## config.mk

```make
export PLATFORM = sky130hd
export DESIGN_NAME = cass_fsk_decoder
export DESIGN_NICKNAME = d
export VERILOG_FILES = /design/src/rtl/cass_fsk_decoder.sv
export SDC_FILE = /design/constraint.sdc
export NUM_CORES = 1
export LEC_CHECK = 0
export CORE_ASPECT_RATIO = 1.4
export CORE_MARGIN = 5
export CORE_UTILIZATION = 49
export DETAILED_ROUTE_END_ITERATION = 12
export PLACE_DENSITY = 0.76
export SLEW_MARGIN = 25
export SYNTH_ARGS = -nofsm -noshare
export SYNTH_HDL_FRONTEND = slang
export SYNTH_SLANG_ARGS = --single-unit
```

## constraint.sdc

```tcl
create_clock -name CLK12 -period 4.41 [get_ports CLK12]
set_input_delay 0.6615 -clock CLK12 [delete_from_list [all_inputs] [get_ports CLK12]]
set_output_delay 0.6615 -clock CLK12 [all_outputs]
set_load 0.02 [all_outputs]
```

## src/rtl/cass_fsk_decoder.sv

```systemverilog
// Kansas City Standard FSK demodulator for the Sorcerer CASS_OUT tap, with a FWFT byte FIFO.
// Optional macro CASS_DEC_STATS_EN adds saturating BYTE_CNT / ERR_CNT outputs.
module cass_fsk_decoder #(
    parameter int CLK_HZ         = 12000000,
    parameter int FIFO_DEPTH     = 16,
    parameter int TIMEOUT_HALVES = 4
) (
    input  logic        CLK12,
    input  logic        RESET_N,
    input  logic        CASS_IN,
    input  logic        MOTOR,
    input  logic        BAUD1200,
    input  logic        SPEED2X,
    output logic [7:0]  OUT_DATA,
    output logic        OUT_VALID,
    input  logic        OUT_READY,
    output logic        CARRIER,
    output logic        FRAME_ERR,
`ifdef CASS_DEC_STATS_EN
    output logic [15:0] BYTE_CNT,
    output logic [7:0]  ERR_CNT,
`endif
    output logic        OVERRUN
);

    localparam int           AW      = $clog2(FIFO_DEPTH);
    localparam logic [15:0]  THRESH  = 16'(CLK_HZ / 3200);
    // Timeout is a whole number of 1200 Hz half-periods (CLK_HZ/2400 cycles each).
    localparam logic [15:0]  LIMIT   = 16'(TIMEOUT_HALVES * CLK_HZ / 2400);
    localparam logic [AW:0]  DEPTH_C = (AW + 1)'(FIFO_DEPTH);

    typedef enum logic [1:0] {IDLE, DATA, STOP} state_t;

    logic        sync1, sync2, sync2_q;
    logic        tone_edge;
    logic [15:0] hp_cnt;
    logic [15:0] thresh_cur, limit_cur;
    logic        timeout;
    logic        cls_valid, cls_short;
    logic        carrier_q;
    logic [4:0]  run_len, target;
    logic        run_short;
    logic        bit_stb, bit_val;
    logic        fsm_run;
    state_t      state_q, state_d;
    logic [2:0]  bit_idx_q, bit_idx_d;
    logic [7:0]  shreg_q, shreg_d;
    logic        push, frame_err_d;
    logic        frame_err_q, overrun_q;
    logic [7:0]  mem [FIFO_DEPTH];
    logic [AW-1:0] wr_ptr, rd_ptr;
    logic [AW:0] count;
    logic        valid, full, pop, wr_en;

    // NOTE: every clocked process uses non-blocking (<=) so all registers update together.
    always_ff @(posedge CLK12 or negedge RESET_N) begin
        if (!RESET_N) begin
            sync1   <= 1'b0;
            sync2   <= 1'b0;
            sync2_q <= 1'b0;
        end else begin
            sync1   <= CASS_IN;
            sync2   <= sync1;
            sync2_q <= sync2;
        end
    end

    assign tone_edge  = sync2 ^ sync2_q;
    assign thresh_cur = SPEED2X ? (THRESH >> 1) : THRESH;
    assign limit_cur  = SPEED2X ? (LIMIT >> 1) : LIMIT;
    assign timeout    = (hp_cnt >= limit_cur);

    // Half-period timer, classifier and carrier flag; an edge after a timeout only re-arms the timer.
    always_ff @(posedge CLK12 or negedge RESET_N) begin
        if (!RESET_N) begin
            hp_cnt    <= '0;
            cls_valid <= 1'b0;
            cls_short <= 1'b0;
            carrier_q <= 1'b0;
        end else if (!MOTOR) begin
            hp_cnt    <= '0;
            cls_valid <= 1'b0;
            carrier_q <= 1'b0;
        end else begin
            cls_valid <= 1'b0;
            if (tone_edge) begin
                hp_cnt <= 16'd1;
                if (!timeout) begin
                    cls_valid <= 1'b1;
                    cls_short <= (hp_cnt < thresh_cur);
                    carrier_q <= 1'b1;
                end
            end else begin
                if (hp_cnt != '1) hp_cnt <= hp_cnt + 16'd1;
                if (timeout) carrier_q <= 1'b0;
            end
        end
    end

    assign target  = BAUD1200 ? (cls_short ? 5'd4 : 5'd2) : (cls_short ? 5'd16 : 5'd8);
    assign fsm_run = MOTOR & ~timeout;

    always_ff @(posedge CLK12 or negedge RESET_N) begin
        if (!RESET_N) begin
            run_len   <= '0;
            run_short <= 1'b0;
            bit_stb   <= 1'b0;
            bit_val   <= 1'b0;
        end else if (!fsm_run) begin
            run_len <= '0;
            bit_stb <= 1'b0;
        end else begin
            bit_stb <= 1'b0;
            if (cls_valid) begin
                if (run_len != '0 && cls_short != run_short) begin
                    run_len   <= 5'd1;
                    run_short <= cls_short;
                end else if (run_len + 5'd1 == target) begin
                    bit_stb <= 1'b1;
                    bit_val <= cls_short;
                    run_len <= '0;
                end else begin
                    run_len   <= run_len + 5'd1;
                    run_short <= cls_short;
                end
            end
        end
    end

    always_ff @(posedge CLK12 or negedge RESET_N) begin
        if (!RESET_N) begin
            state_q   <= IDLE;
            bit_idx_q <= '0;
            shreg_q   <= '0;
        end else if (!fsm_run) begin
            state_q   <= IDLE;
            bit_idx_q <= '0;
        end else begin
            state_q   <= state_d;
            bit_idx_q <= bit_idx_d;
            shreg_q   <= shreg_d;
        end
    end

    // NOTE: defaults first keep this block purely combinational (no latches).
    always_comb begin
        state_d     = state_q;
        bit_idx_d   = bit_idx_q;
        shreg_d     = shreg_q;
        push        = 1'b0;
        frame_err_d = 1'b0;
        if (bit_stb && fsm_run) begin
            unique case (state_q)
                IDLE: if (!bit_val) begin
                    state_d   = DATA;
                    bit_idx_d = '0;
                end
                DATA: begin
                    shreg_d   = {bit_val, shreg_q[7:1]};
                    bit_idx_d = bit_idx_q + 3'd1;
                    if (bit_idx_q == 3'd7) state_d = STOP;
                end
                STOP: begin
                    push        = bit_val;
                    frame_err_d = ~bit_val;
                    state_d     = IDLE;
                end
                default: state_d = IDLE;
            endcase
        end
    end

    assign valid = (count != '0);
    assign full  = (count == DEPTH_C);
    assign pop   = valid & OUT_READY;
    assign wr_en = push & (~full | pop);

    always_ff @(posedge CLK12 or negedge RESET_N) begin
        if (!RESET_N) begin
            wr_ptr      <= '0;
            rd_ptr      <= '0;
            count       <= '0;
            frame_err_q <= 1'b0;
            overrun_q   <= 1'b0;
        end else begin
            frame_err_q <= frame_err_d;
            overrun_q   <= push & full & ~pop;
            if (wr_en) wr_ptr <= wr_ptr + AW'(1);
            if (pop)   rd_ptr <= rd_ptr + AW'(1);
            unique case ({wr_en, pop})
                2'b10:   count <= count + (AW + 1)'(1);
                2'b01:   count <= count - (AW + 1)'(1);
                default: count <= count;
            endcase
        end
    end

    // NOTE: storage is deliberately not reset; pointers and count define what is valid.
    always_ff @(posedge CLK12) begin
        if (wr_en) mem[wr_ptr] <= shreg_q;
    end

    assign OUT_VALID = valid;
    assign OUT_DATA  = valid ? mem[rd_ptr] : 8'h00;
    assign CARRIER   = carrier_q;
    assign FRAME_ERR = frame_err_q;
    assign OVERRUN   = overrun_q;

`ifdef CASS_DEC_STATS_EN
    logic [15:0] byte_cnt;
    logic [7:0]  err_cnt;

    // Bytes reaching the push point count even when the FIFO drops them.
    always_ff @(posedge CLK12 or negedge RESET_N) begin
        if (!RESET_N) begin
            byte_cnt <= '0;
            err_cnt  <= '0;
        end else begin
            if (push && byte_cnt != '1) byte_cnt <= byte_cnt + 16'd1;
            if ((frame_err_q || overrun_q) && err_cnt != '1) err_cnt <= err_cnt + 8'd1;
        end
    end

    assign BYTE_CNT = byte_cnt;
    assign ERR_CNT  = err_cnt;
`endif

endmodule

```

==> flow_summary.ini <==
[run_status]
status = finished clean

[synth]
synth-seq-cells = 186
synth-async-reset-ratio_pct = 31.18
synth_ff_type = edfxtp_1
syn_inst = 525
syn_avg_cell_area_um2 = 15.90
synth_edf_count = 128
synth.yosys.warnings = 0
syn_area_mm2 = 0.008346
synth_nets = 555
synth.distinct_cells = 64
ys_seq_area_share_pct = 63.45

[clocking]
h-tree-depth = 4
path_clk_slew_ns = 0.07
clk_latency_ns = 0.43
cts_hold_buf = 0
clock_sinks = 186
clk_path_buf_depth = 2
cts_tree = yes
clockRootBuffer = clkbuf_16
cts_buffers = 17
cts_setup_buffers = 0
cts_resized = 0

[sta]
worst_slew_pin_slew_ns = 0.7244
clock_skew_ns = 0.01221
finalCriticalPeriod_ns = 3.739
grt_setup_unrepaired = no
finalCritPeriodShare_pct = 84.79
setup_tns_ns = 0
setup_slack_ns = 0.6706
relSlewSlack_pct = 51.71
setup_violations = 0
final_hold_viol_count = 0
fmax_mhz = 267.4
final-max-slew-violation-count = 0

[floorplan]
die-area_mm2 = 0.01978
rows = 56
start_util_pct = 49.84
die_w_um = 120.3
ios = 19
die_h_um = 164.4
core_mm2 = 0.01675

[setup_path]
critPathKind = flop to primary output
crit_path_end_kind = primary output
crit_arrival_ns = 3.08
cp_slowest_stage_delay_ns = 0.63
timing.critical_path.buf_inv = 2
path_cells = buf_4, mux4_2, mux4_2, nor2b_1, clkdlybuf4s50_1
crit_path_start_kind = flop
crit_top_cell = mux4_2
worst-path-max-fanout = 13
cp.required_ns = 3.75
crit_slowest_cell = dfrtp_2
critical-path-top-delay-family = multiplexers

[routing]
wl_per_cell_um = 20.69
wl_um = 15870
first_pass_iters = 4
routed_via_density = 5.928
first_iter_violations = 298
drtAntennaViolNets = 0
drc = 0
via_count = 4547

[power_and_ir_drop]
clockPowerShare_pct = 34.6
irDropWorstVdd_v = 0.0002721
p_seq_share_pct = 48.7
pwr-share-comb_pct = 16.6
power_density_mw_per_mm2 = 449.2
cellLeakagePower_uw = 0.003434
internal_power_uw = 3072
p_sw_uw = 1121
swShare_pct = 26.74

[placed_design]
portBuffers = 18
routabilityCongestion = 0.8033
dpl.cell_count = 735
hpwl_um = 10970
post-place-ws_ns = 0.2607

[cells_and_area]
syn2layout_area_growth_pct = 11.87
fin_nets = 581
drive_gt1_share_pct = 19.86
finalCoreUtilization_pct = 55.75
fillCellCount = 1280
antenna_cells = 0
stdcell_count = 767

[global_routing]
grt.total_usage_pct = 17.31
grt_max_degree = 59
antenna_found_initial = 0
grt_pass1_vias = 4799
grt_pass1_wl_um = 25960
grt.overflow.total = 0

[flow_run]
drv_cap = 0

[worst_hold_path]
holdCritPathClass = flop to flop
path summary, 6_finish.rpt:
kind                            start           to  slack, ns  cells past startpoint
min in group asynchronous     RESET_N    hp_cnt[6]       0.37                      2
hold / removal                  sync1        sync2       0.36                      0
setup reg to reg           hp_cnt[14]     count[4]       1.21                     12
max in group asynchronous     RESET_N    rd_ptr[0]       3.53                      2
hold reg to reg                 sync1        sync2       0.36                      0
setup / recovery            rd_ptr[0]  OUT_DATA[6]       0.67                      5
power groups by stage:
stage	combinational (µW)	clock (µW)	sequential, µW
6_report	698	1450	2040
2_1_floorplan	589	0	1990
3_3_place_gp	697	0	2070
5_1_grt	760	1560	2060
4_1_cts	711	1480	2050
3_5_place_dp	709	0	2080
final cells by class:
cell class | instances | area, µm² | share of cell area (%)
Timing Repair Buffer | 28 | 262.8 | 2.814
Multi-Input combinational cell | 304 | 2903 | 31.09
Tap cell | 203 | 254.0 | 2.720
Inverter | 14 | 52.55 | 0.5629
Sequential cell | 186 | 5296 | 56.73
Clock inverter | 13 | 135.1 | 1.447
Clock buffer | 19 | 432.9 | 4.637
kinds of logic after synthesis:
group | Yosys count | synth area share (%)
DFF | 186 | 63.45
and+or+nand+nor | 145 | 10.36
adders and majority gates | 23 | 3.448
buffers and inverters | 35 | 1.769
AOI/OAI and AO/OA | 51 | 4.933
xor gates and xnor gates | 29 | 3.043
muxes | 56 | 13.00
cells in the mapped netlist (10+ instances only):
cell type,instances,area [µm²]
a21oi_1,11,55.05
clkbuf_1,11,41.29
dfrtp_1,58,1451
edfxtp_1,128,3844
ha_1,23,287.8
inv_1,14,52.55
mux2_2,11,123.9
mux4_2,40,900.9
nand2_1,24,90.09
nand3_1,17,85.08
nor2_1,28,105.1
nor2b_1,12,75.07
xnor2_1,19,166.4
xor2_1,10,87.58
metrics by stage:
| stage | power, µW | instance area (µm²) | hold WS [ns] |
|---|---|---|---|
| 2_1_floorplan | 2576 | 8346 | 0.3312 |
| 6_report | 4194 | 9336 | 0.3601 |
| 3_3_place_gp | 2772 | 8768 | 0.3401 |
| 3_5_place_dp | 2794 | 8768 | 0.3497 |
| 5_1_grt | 4378 | 9336 | 0.3769 |
| 4_1_cts | 4240 | 9336 | 0.3651 |
flip-flops by register name, summed over array words and instances, names as in the netlist, 2 cells and up:
name,cells
shreg_q,8
hp_cnt,16
state_q,2
run_len,5
mem,128
wr_ptr,4
bit_idx_q,3
rd_ptr,4
count,5
layer usage:
metal	track usage, %	routed length, µm	vias to the layer above
met2	32.34	8822	103
met3	2.912	506	25
li1	-	-	2099
met1	20.09	6221	2320
met4	6.031	318	0
met5	0	0	-
cells in the final DEF, fill, tap and decap left out, drive strengths merged, types with 3 or more instances in the layout:
master,instances
o211ai,3
buf,11
inv,19
nor2,29
and2,6
and3,5
mux2,13
o21ai,8
and4bb,5
a21oi,12
or4,3
a31oi,6
nor2b,12
ha,23
and4,6
clkinv,5
edfxtp,128
mux4,40
a21o,4
nand3,18
xnor2,19
nand2b,3
dfrtp,58
nor3b,7
mux2i,3
nand2,24
nor3,6
nor4,3
clkbuf,19
clkdlybuf4s50,17
xor2,10
nand4,7
Power figures use the tool's default switching activity.
